`src/rtl/polytris_pkg.sv`:
```
// Shared playfield constants, row type and line-clear FSM encoding.
package polytris_pkg;

    localparam int ROWS = 20;
    localparam int COLS = 10;
    localparam int RW   = $clog2(ROWS);
    localparam int CW   = $clog2(ROWS + 1);

    typedef enum logic [2:0] {
        IDLE  = 3'd0,
        READ  = 3'd1,
        CHECK = 3'd2,
        FILL  = 3'd3,
        DONE  = 3'd4
    } lc_state_t;

    typedef logic [COLS-1:0] row_t;

endpackage

```
`src/rtl/line_clear_ctrl_if.sv`:
```
// Game-FSM handshake plus playfield RAM read/write ports of the line-clear block.
// total_lines exists only when LINE_CLEAR_STATS_EN is defined.
interface line_clear_ctrl_if;
    import polytris_pkg::*;

    logic          start;
    logic          busy;
    logic          done;
    logic [CW-1:0] lines_cleared;
    logic          mem_rd_en;
    logic [RW-1:0] mem_rd_addr;
    row_t          mem_rd_data;
    logic          mem_wr_en;
    logic [RW-1:0] mem_wr_addr;
    row_t          mem_wr_data;

`ifdef LINE_CLEAR_STATS_EN
    logic [15:0]   total_lines;

    modport master (
        input  start, mem_rd_data,
        output busy, done, lines_cleared, mem_rd_en, mem_rd_addr,
               mem_wr_en, mem_wr_addr, mem_wr_data, total_lines
    );
    modport slave (
        output start, mem_rd_data,
        input  busy, done, lines_cleared, mem_rd_en, mem_rd_addr,
               mem_wr_en, mem_wr_addr, mem_wr_data, total_lines
    );
`else
    modport master (
        input  start, mem_rd_data,
        output busy, done, lines_cleared, mem_rd_en, mem_rd_addr,
               mem_wr_en, mem_wr_addr, mem_wr_data
    );
    modport slave (
        output start, mem_rd_data,
        input  busy, done, lines_cleared, mem_rd_en, mem_rd_addr,
               mem_wr_en, mem_wr_addr, mem_wr_data
    );
`endif

endinterface

```
`src/rtl/line_clear_ctrl.sv`:
```
// Line-clear sequencer: scans rows bottom-up, compacts survivors downward, zero-fills the top.
// Latency 2*ROWS+k+1 cycles start->done; no backpressure, start ignored while busy. Option: LINE_CLEAR_STATS_EN.
module line_clear_ctrl
    import polytris_pkg::*;
(
    input  logic              clk,
    input  logic              rst_n,
    line_clear_ctrl_if.master bus
);

    localparam logic signed [RW:0] LAST_ROW = (RW+1)'(ROWS - 1);
    localparam logic signed [RW:0] PTR_ONE  = (RW+1)'(1);

    lc_state_t          state, state_nxt;
    logic signed [RW:0] rd_row, rd_nxt;
    logic signed [RW:0] wr_row, wr_nxt;
    logic [CW-1:0]      cnt, cnt_nxt;
    logic               full;

    assign full = &bus.mem_rd_data;

    always_comb begin
        state_nxt       = state;
        rd_nxt          = rd_row;
        wr_nxt          = wr_row;
        cnt_nxt         = cnt;
        bus.busy        = (state != IDLE);
        bus.done        = 1'b0;
        bus.mem_rd_en   = 1'b0;
        bus.mem_rd_addr = '0;
        bus.mem_wr_en   = 1'b0;
        bus.mem_wr_addr = '0;
        bus.mem_wr_data = '0;

        case (state)
            IDLE: begin
                if (bus.start) begin
                    rd_nxt    = LAST_ROW;
                    wr_nxt    = LAST_ROW;
                    cnt_nxt   = '0;
                    state_nxt = READ;
                end
            end
            READ: begin
                bus.mem_rd_en   = 1'b1;
                bus.mem_rd_addr = rd_row[RW-1:0];
                state_nxt       = CHECK;
            end
            CHECK: begin
                // wr_row never drops below rd_row here, so it is a valid address
                if (full) begin
                    cnt_nxt = cnt + CW'(1);
                end else begin
                    if (wr_row != rd_row) begin
                        bus.mem_wr_en   = 1'b1;
                        bus.mem_wr_addr = wr_row[RW-1:0];
                        bus.mem_wr_data = bus.mem_rd_data;
                    end
                    wr_nxt = wr_row - PTR_ONE;
                end
                if (rd_row == '0) begin
                    state_nxt = wr_nxt[RW] ? DONE : FILL;
                end else begin
                    rd_nxt    = rd_row - PTR_ONE;
                    state_nxt = READ;
                end
            end
            FILL: begin
                bus.mem_wr_en   = 1'b1;
                bus.mem_wr_addr = wr_row[RW-1:0];
                wr_nxt          = wr_row - PTR_ONE;
                if (wr_row == '0) begin
                    state_nxt = DONE;
                end
            end
            DONE: begin
                bus.done  = 1'b1;
                state_nxt = IDLE;
            end
            default: state_nxt = IDLE;
        endcase
    end

    always_ff @(posedge clk) begin
        if (!rst_n) begin
            state             <= IDLE;
            rd_row            <= '0;
            wr_row            <= '0;
            cnt               <= '0;
            bus.lines_cleared <= '0;
        end else begin
            state  <= state_nxt;
            rd_row <= rd_nxt;
            wr_row <= wr_nxt;
            cnt    <= cnt_nxt;
            // publish on entry to DONE so the result is visible alongside the done pulse
            if (state_nxt == DONE) begin
                bus.lines_cleared <= cnt_nxt;
            end
        end
    end

`ifdef LINE_CLEAR_STATS_EN
    logic [16:0] total_sum;

    assign total_sum = {1'b0, bus.total_lines} + {{(17-CW){1'b0}}, bus.lines_cleared};

    always_ff @(posedge clk) begin
        if (!rst_n) begin
            bus.total_lines <= '0;
        end else if (state == DONE) begin
            bus.total_lines <= total_sum[16] ? 16'hFFFF : total_sum[15:0];
        end
    end
`endif

endmodule
```
`src/flat_wrapper.sv`:
```
// flat-port wrapper written by rule: the top's interface ports become plain ports
module line_clear_ctrl_flat import polytris_pkg::*;
  (clk, rst_n, bus_start, bus_mem_rd_data, bus_busy, bus_done, bus_lines_cleared, bus_mem_rd_en, bus_mem_rd_addr, bus_mem_wr_en, bus_mem_wr_addr, bus_mem_wr_data);
  line_clear_ctrl_if bus_i ();
  input  logic clk;
  input  logic rst_n;
  input wire logic [$bits(bus_i.start)-1:0] bus_start;
  input wire logic [$bits(bus_i.mem_rd_data)-1:0] bus_mem_rd_data;
  output wire logic [$bits(bus_i.busy)-1:0] bus_busy;
  output wire logic [$bits(bus_i.done)-1:0] bus_done;
  output wire logic [$bits(bus_i.lines_cleared)-1:0] bus_lines_cleared;
  output wire logic [$bits(bus_i.mem_rd_en)-1:0] bus_mem_rd_en;
  output wire logic [$bits(bus_i.mem_rd_addr)-1:0] bus_mem_rd_addr;
  output wire logic [$bits(bus_i.mem_wr_en)-1:0] bus_mem_wr_en;
  output wire logic [$bits(bus_i.mem_wr_addr)-1:0] bus_mem_wr_addr;
  output wire logic [$bits(bus_i.mem_wr_data)-1:0] bus_mem_wr_data;
  assign bus_i.start = bus_start;
  assign bus_i.mem_rd_data = bus_mem_rd_data;
  assign bus_busy = bus_i.busy;
  assign bus_done = bus_i.done;
  assign bus_lines_cleared = bus_i.lines_cleared;
  assign bus_mem_rd_en = bus_i.mem_rd_en;
  assign bus_mem_rd_addr = bus_i.mem_rd_addr;
  assign bus_mem_wr_en = bus_i.mem_wr_en;
  assign bus_mem_wr_addr = bus_i.mem_wr_addr;
  assign bus_mem_wr_data = bus_i.mem_wr_data;
  line_clear_ctrl u_core (.clk(clk), .rst_n(rst_n), .bus(bus_i));
endmodule
```
`config.mk`:
```
export PLATFORM = sky130hd
export DESIGN_NAME = line_clear_ctrl_flat
export DESIGN_NICKNAME = d
export VERILOG_FILES = /design/src/rtl/polytris_pkg.sv /design/src/rtl/line_clear_ctrl_if.sv /design/src/rtl/line_clear_ctrl.sv /design/src/flat_wrapper.sv
export SDC_FILE = /design/constraint.sdc
export NUM_CORES = 1
export LEC_CHECK = 0
export ABC_CLOCK_PERIOD_IN_PS = 5850
export CORE_MARGIN = 5
export CORE_UTILIZATION = 51
export DETAILED_ROUTE_END_ITERATION = 8
export GPL_ROUTABILITY_DRIVEN = 0
export GPL_TIMING_DRIVEN = 0
export MAX_ROUTING_LAYER = met4
export PLACE_DENSITY_LB_ADDON = 0.1
export SKIP_CTS_REPAIR_TIMING = 1
export SLEW_MARGIN = 20
export SYNTH_ARGS = -nofsm -noshare
export SYNTH_HDL_FRONTEND = slang
export SYNTH_SLANG_ARGS = --single-unit
```
`constraint.sdc`:
```
create_clock -name clk -period 5.85 [get_ports clk]
set_input_delay 0.585 -clock clk [delete_from_list [all_inputs] [get_ports clk]]
set_output_delay 0.585 -clock clk [all_outputs]
set_load 0.05 [all_outputs]
```
**After elaboration in Yosys (flattened, before gate mapping)**

Cells that the tools add are included.

- Logic and storage cells: 54
- Output and inout bits: 29
- Latch bits: 0
- Bits in writable memories: 0
- Memory bits (read-only): 0
- Memories kept: 0
- Register bits after elaboration: 25

- Div/mod/pow operators: 0
- Shift-type cells: 0
- Reduce and logical (&&, ||, !) cells: 10
- $add $sub $neg: 3
- Magnitude comparators: 0
- $mul: 0
- Bitwise logic cells: 0
- Equal/unequal tests: 9
- Muxes and demuxes: 26

Operators with widths:

| cell | count |
|---|---|
| 10-bit two-way mux | 3 |
| 5-bit two-way mux | 5 |
| 6-bit two-way mux | 4 |
| 5-bit one-hot mux with 2 select lines | 2 |
| 6-bit one-hot mux with 3 select lines | 1 |
| 6-bit zero test | 2 |
| 3-bit two-way mux | 4 |
| 3-bit one-hot mux with 4 select lines | 1 |
| 6-bit one-hot mux with 2 select lines | 1 |
| 6-bit by 2-bit subtractor with 6-bit output (second input constant) | 2 |
| 10-bit AND reduction | 1 |
| 3-bit by 2-bit equality test with 1-bit output (second input constant) | 2 |
| 3-bit equality test (second input constant) | 2 |
| 2-bit inequality test (second input constant) | 3 |
| 6-bit inequality test | 1 |
| 3-bit AND reduction | 2 |
| 3-bit nonzero test | 2 |
| 5-bit by 1-bit adder with 5-bit output (second input constant) | 1 |
| 1-bit two-way mux | 4 |
| 3-bit by 1-bit equality test with 1-bit output (second input constant) | 1 |
| 3-bit zero test | 1 |
| 1-bit one-hot mux with 2 select lines | 1 |
| 2-bit AND reduction | 1 |
| 2-bit nonzero test | 1 |

**Longest topological paths before layout**

- Depth after elaboration: 7
- Depth in mapped cells: 8
- Mapped depth without buffers: 7

**Worst setup path before layout**

Ideal clock, no wire load.

- Path kind: reg-to-output
- Start: reg u_core.state[0]
- End: out bus_mem_rd_addr[0]
- Required time: 5265 ps
- Path slack: 2753 ps
- Stages on the path, launching flop included: 4
- Buffers on the path: 1
- Arrival time: 2512 ps
- Cells stage by stage: dfxtp_1 > buf_2 > nor3b_1 > and2_1

- Cells in the longest elaborated chain, start to end: 2

Ends and longest elaborated chain:

| element | line | RTL |
|---|---|---|
| from (decl) | line_clear_ctrl.sv:14 | `lc_state_t state, state_nxt;` |
| from (signal assigned) | line_clear_ctrl.sv:92 | `state <= state_nxt;` |
| 3-bit by 1-bit equality test with 1-bit output | line_clear_ctrl.sv:35 | `case (state)` |
| 5-bit two-way mux | line_clear_ctrl.sv:35 |  |
| to (decl) | flat_wrapper.sv:13 | `output wire logic [$bits(bus_i.mem_rd_addr)-1:0] bus_mem_rd_addr;` |

No other way between the ends.

**Worst setup path after layout**

- Start: in bus_mem_rd_data[3]
- End: out bus_mem_wr_data[1]

- Cells in the longest elaborated chain, start to end: 3

Ends and longest elaborated chain:

| element | line | RTL |
|---|---|---|
| from (decl) | flat_wrapper.sv:8 | `input wire logic [$bits(bus_i.mem_rd_data)-1:0] bus_mem_rd_data;` |
| 10-bit AND reduction | line_clear_ctrl.sv:20 | `assign full = &bus.mem_rd_data;` |
| 10-bit two-way mux | line_clear_ctrl.sv:51 | `if (full) begin` |
| 10-bit two-way mux | line_clear_ctrl.sv:35 |  |
| to (decl) | flat_wrapper.sv:16 | `output wire logic [$bits(bus_i.mem_wr_data)-1:0] bus_mem_wr_data;` |

No other way between the ends.

==> impl_metrics.py <==
metrics = {
    "place": {
        "dp_cells": 259,
        "dp_worst_setup_slack_ns": 2.20,
        "place.port_buffers": 41,
        "place_hpwl_mm": 2.96,
    },
    "cts": {
        "clk_pin_slew_worst_paths_ns": 0.15,
        "cts_root_buffer": "clkbuf_4",
        "cts_buffer_depth": 2,
        "cts.sinks": 25,
        "cts_inserted_buffers": 3,
        "tritoncts": "done",
        "htreeDepth": 1,
        "clock_latency_ns": 0.34,
    },
    "die": {
        "initial_utilization_pct": 51.6,
        "rows": 20,
        "io_pins": 42,
        "core_um2": 2980,
        "fp.dieArea_um2": 4210,
        "die_h_um": 64.9,
        "die_w_um": 64.9,
    },
    "setup_path": {
        "critPathSlowestCell": "clkdlybuf4s50_1",
        "reg2regPathDepth": 8,
        "rrSetupSlack_ns": 3.86,
        "crit_path_max_incr_delay_ns": 0.80,
        "cp-end-kind": "primary output",
        "path_buf_inv": 3,
        "cp_top_family": "buffers and inverters",
        "crit_fanout": 10,
        "cp.depth": 8,
        "critPathLaunchType": "input port",
        "crit_top_cell": "clkdlybuf4s50_1",
        "cp.arrival_ns": 3.08,
        "r2r_start": "u_core.state[1]$_SDFF_PN0_",
        "crit_required_ns": 5.27,
        "crit_chain": "clkdlybuf4s50_1 > nand4_1 > or3_4 > nand2_1 > a31oi_1 > clkbuf_1 > and2_1 > clkdlybuf4s50_1",
        "startpoint": "bus_mem_rd_data[3]",
        "reg2reg_to": "u_core.rd_row[4]$_SDFFE_PN0P_",
        "setup.worst_path.end": "bus_mem_wr_data[1]",
        "crit_type": "in -> out",
    },
    "final_layout": {
        "syn_to_final_growth_pct": 31.4,
        "fin_cells": 263,
        "drive_above_1_share_pct": 8.70,
        "final_common_cell": "clkdlybuf4s50_1",
        "fillers": 271,
        "antenna_cells": 0,
        "layout_common_cells": "clkdlybuf4s50_1 (41), dfxtp_1 (25), and2_1 (24)",
        "nNetsFinal": 247,
    },
    "worst_hold_path": {
        "hold_class": "reg -> reg",
    },
    "timing": {
        "max_freq_mhz": 273,
        "post-route-period-util_pct": 62.6,
        "rsz0062_at_grt": "false",
        "skew_ns": 0.00180,
        "drv_slew": 0,
        "finalHoldViolations": 0,
        "slew_headroom_pct": 48.6,
        "fin_setup_tns_ns": 0,
        "period_needed_ns": 3.66,
        "worstMarginPinSlew_ns": 0.770,
        "finalWorstSetupSlack_ns": 2.19,
        "setup_viol_count_final": 0,
    },
    "logic_synthesis": {
        "synth_top_cell_by_area": "dfxtp_1",
        "synth_cell_types": 44,
        "synth-seq-cells": 25,
        "synth_top_area_share_pct": 32.6,
        "synthCells": 185,
        "synth_flop_cell": "dfxtp_1",
        "synth_async_sr_flop_share_pct": 0,
        "synth_edf_count": 0,
        "syn_area_um2": 1540,
        "syn_avg_cell_area_um2": 8.31,
        "synth_nets": 201,
        "yosysSeqAreaShare_pct": 32.6,
        "netlist_top_cells_area": "dfxtp_1 (33%), and2_1 (9.8%), xor2_1 (6.8%), nand2_1 (5.6%), o211a_1 (3.3%)",
        "yosysWarnings": 0,
    },
    "global_route": {
        "grt_overflow_total": 0,
        "grt_start_max_net_pins": 16,
        "grtUsageTotal_pct": 20.4,
        "grt_pass1_wl_mm": 6.60,
        "antenna_found_initial": 0,
        "grt_pass1_vias": 1453,
    },
    "detailed_routing": {
        "drc": 0,
        "drt_pass1_iterations": 4,
        "routed_wl_mm": 3.87,
        "avgRoutedWirePerCell_um": 14.7,
        "vias_per_cell": 5.57,
        "dr.first_iter.drc_count": 58,
        "dr_total_vias": 1465,
        "antenna_violating_nets_post_route": 0,
    },
    "pwr": {
        "powerDensity_nw_per_um2": 245,
        "p_leak_nw": 0.861,
        "power_mw": 0.494,
        "ir_drop_uv": 183,
    },
    "flow_run": {
        "maxCapViolCount": 0,
    },
    "status": {
        "outcome": "finished, final reports clean",
    },
}
final cells by class:
| class | count | area (um^2) | area share, % |
|---|---|---|---|
| flip-flops and latches | 25 | 500 | 24.8 |
| well taps | 33 | 41.3 | 2.05 |
| inverters | 8 | 30.0 | 1.49 |
| plain buffers | 9 | 48.8 | 2.42 |
| multi-input cells | 143 | 957 | 47.4 |
| clock buffers | 3 | 22.5 | 1.12 |
| repair buffers | 41 | 410 | 20.3 |
| clock inverters | 1 | 7.51 | 0.372 |
metrics by stage:
stage                     area, um^2  hold slack [ns]  utilization, %
after floorplan                 1540            0.519               -
after global placement          1990            0.446            66.8
after detailed placement        1990            0.459            66.8
after CTS                       2020            0.478            67.8
after global routing            2020            0.502            67.8
final                           2020            0.473            67.8
cells in the mapped netlist, types with 2 or more instances:
cell and n:
a31oi_1 3, buf_2 3, nand4_1 2, and2_1 24, or3_1 2, clkbuf_1 4, xnor2_1 2, dfxtp_1 25
nor4_1 2, mux2i_1 3, ha_1 3, a21oi_1 4, o211a_1 5, nor2b_1 4, nor3_1 5, inv_1 8
a41oi_1 2, nand2_1 23, xor2_1 12, o21ai_0 6, mux2_1 2, nand3_1 9, nor2_1 11
tightest hold or removal path, delay by kind of cell (launching register included):
family | cells | cell delay, ns
muxes | 1 | 0.06
and+or+nand+nor | 1 | 0.05
DFF | 1 | 0.34
layer usage:
layer	share of wire (%)	vias up	global-route usage (%)	wire [um]
li1	-	728	-	-
met1	45	686	23.9	1730
met2	49	44	34.4	1900
met3	4.1	7	3.29	158
met4	1.9	0	8.71	74
met5	0	-	-	0
where the power goes:
group / internal, mW / switching, mW / leakage [nW]
Combinational: 0.0816 / 0.121 / 0.643
Clock: 0.0263 / 0.0593 / 0.0139
Sequential: 0.185 / 0.0203 / 0.204
flip-flops by register name (all words and copies together) (netlist names):
name and cells:
u_core.wr_row 6, u_core.bus.lines_cleared 5, u_core.state 3, u_core.cnt 5, u_core.rd_row 6
how the worst min path moves through the flow:
stage | cells past startpoint | endpoint | slack [ns] | startpoint
2_1_floorplan | 3 | u_core.cnt[4]$_SDFF_PN0_ | 0.52 | u_core.cnt[4]$_SDFF_PN0_
3_3_place_gp | 2 | u_core.bus.lines_cleared[3]$_SDFFE_PN0N_ | 0.45 | u_core.bus.lines_cleared[3]$_SDFFE_PN0N_
3_5_place_dp | 2 | u_core.bus.lines_cleared[1]$_SDFFE_PN0N_ | 0.46 | u_core.bus.lines_cleared[1]$_SDFFE_PN0N_
4_1_cts | 2 | u_core.bus.lines_cleared[1]$_SDFFE_PN0N_ | 0.48 | u_core.bus.lines_cleared[1]$_SDFFE_PN0N_
5_1_grt | 2 | u_core.bus.lines_cleared[3]$_SDFFE_PN0N_ | 0.50 | u_core.bus.lines_cleared[3]$_SDFFE_PN0N_
6_report | 2 | u_core.bus.lines_cleared[3]$_SDFFE_PN0N_ | 0.47 | u_core.bus.lines_cleared[3]$_SDFFE_PN0N_
logic make-up after synthesis:
group | count (synthesis) | synth area share (%)
AOI/OAI and AO/OA | 27 | 12.7
xor gates and xnor gates | 15 | 9.04
adders and majority gates | 3 | 2.44
buffers and inverters | 17 | 5.13
DFF | 25 | 32.6
muxes | 5 | 3.42
and+or+nand+nor | 93 | 34.7
(Power assumes the default switching activity.)
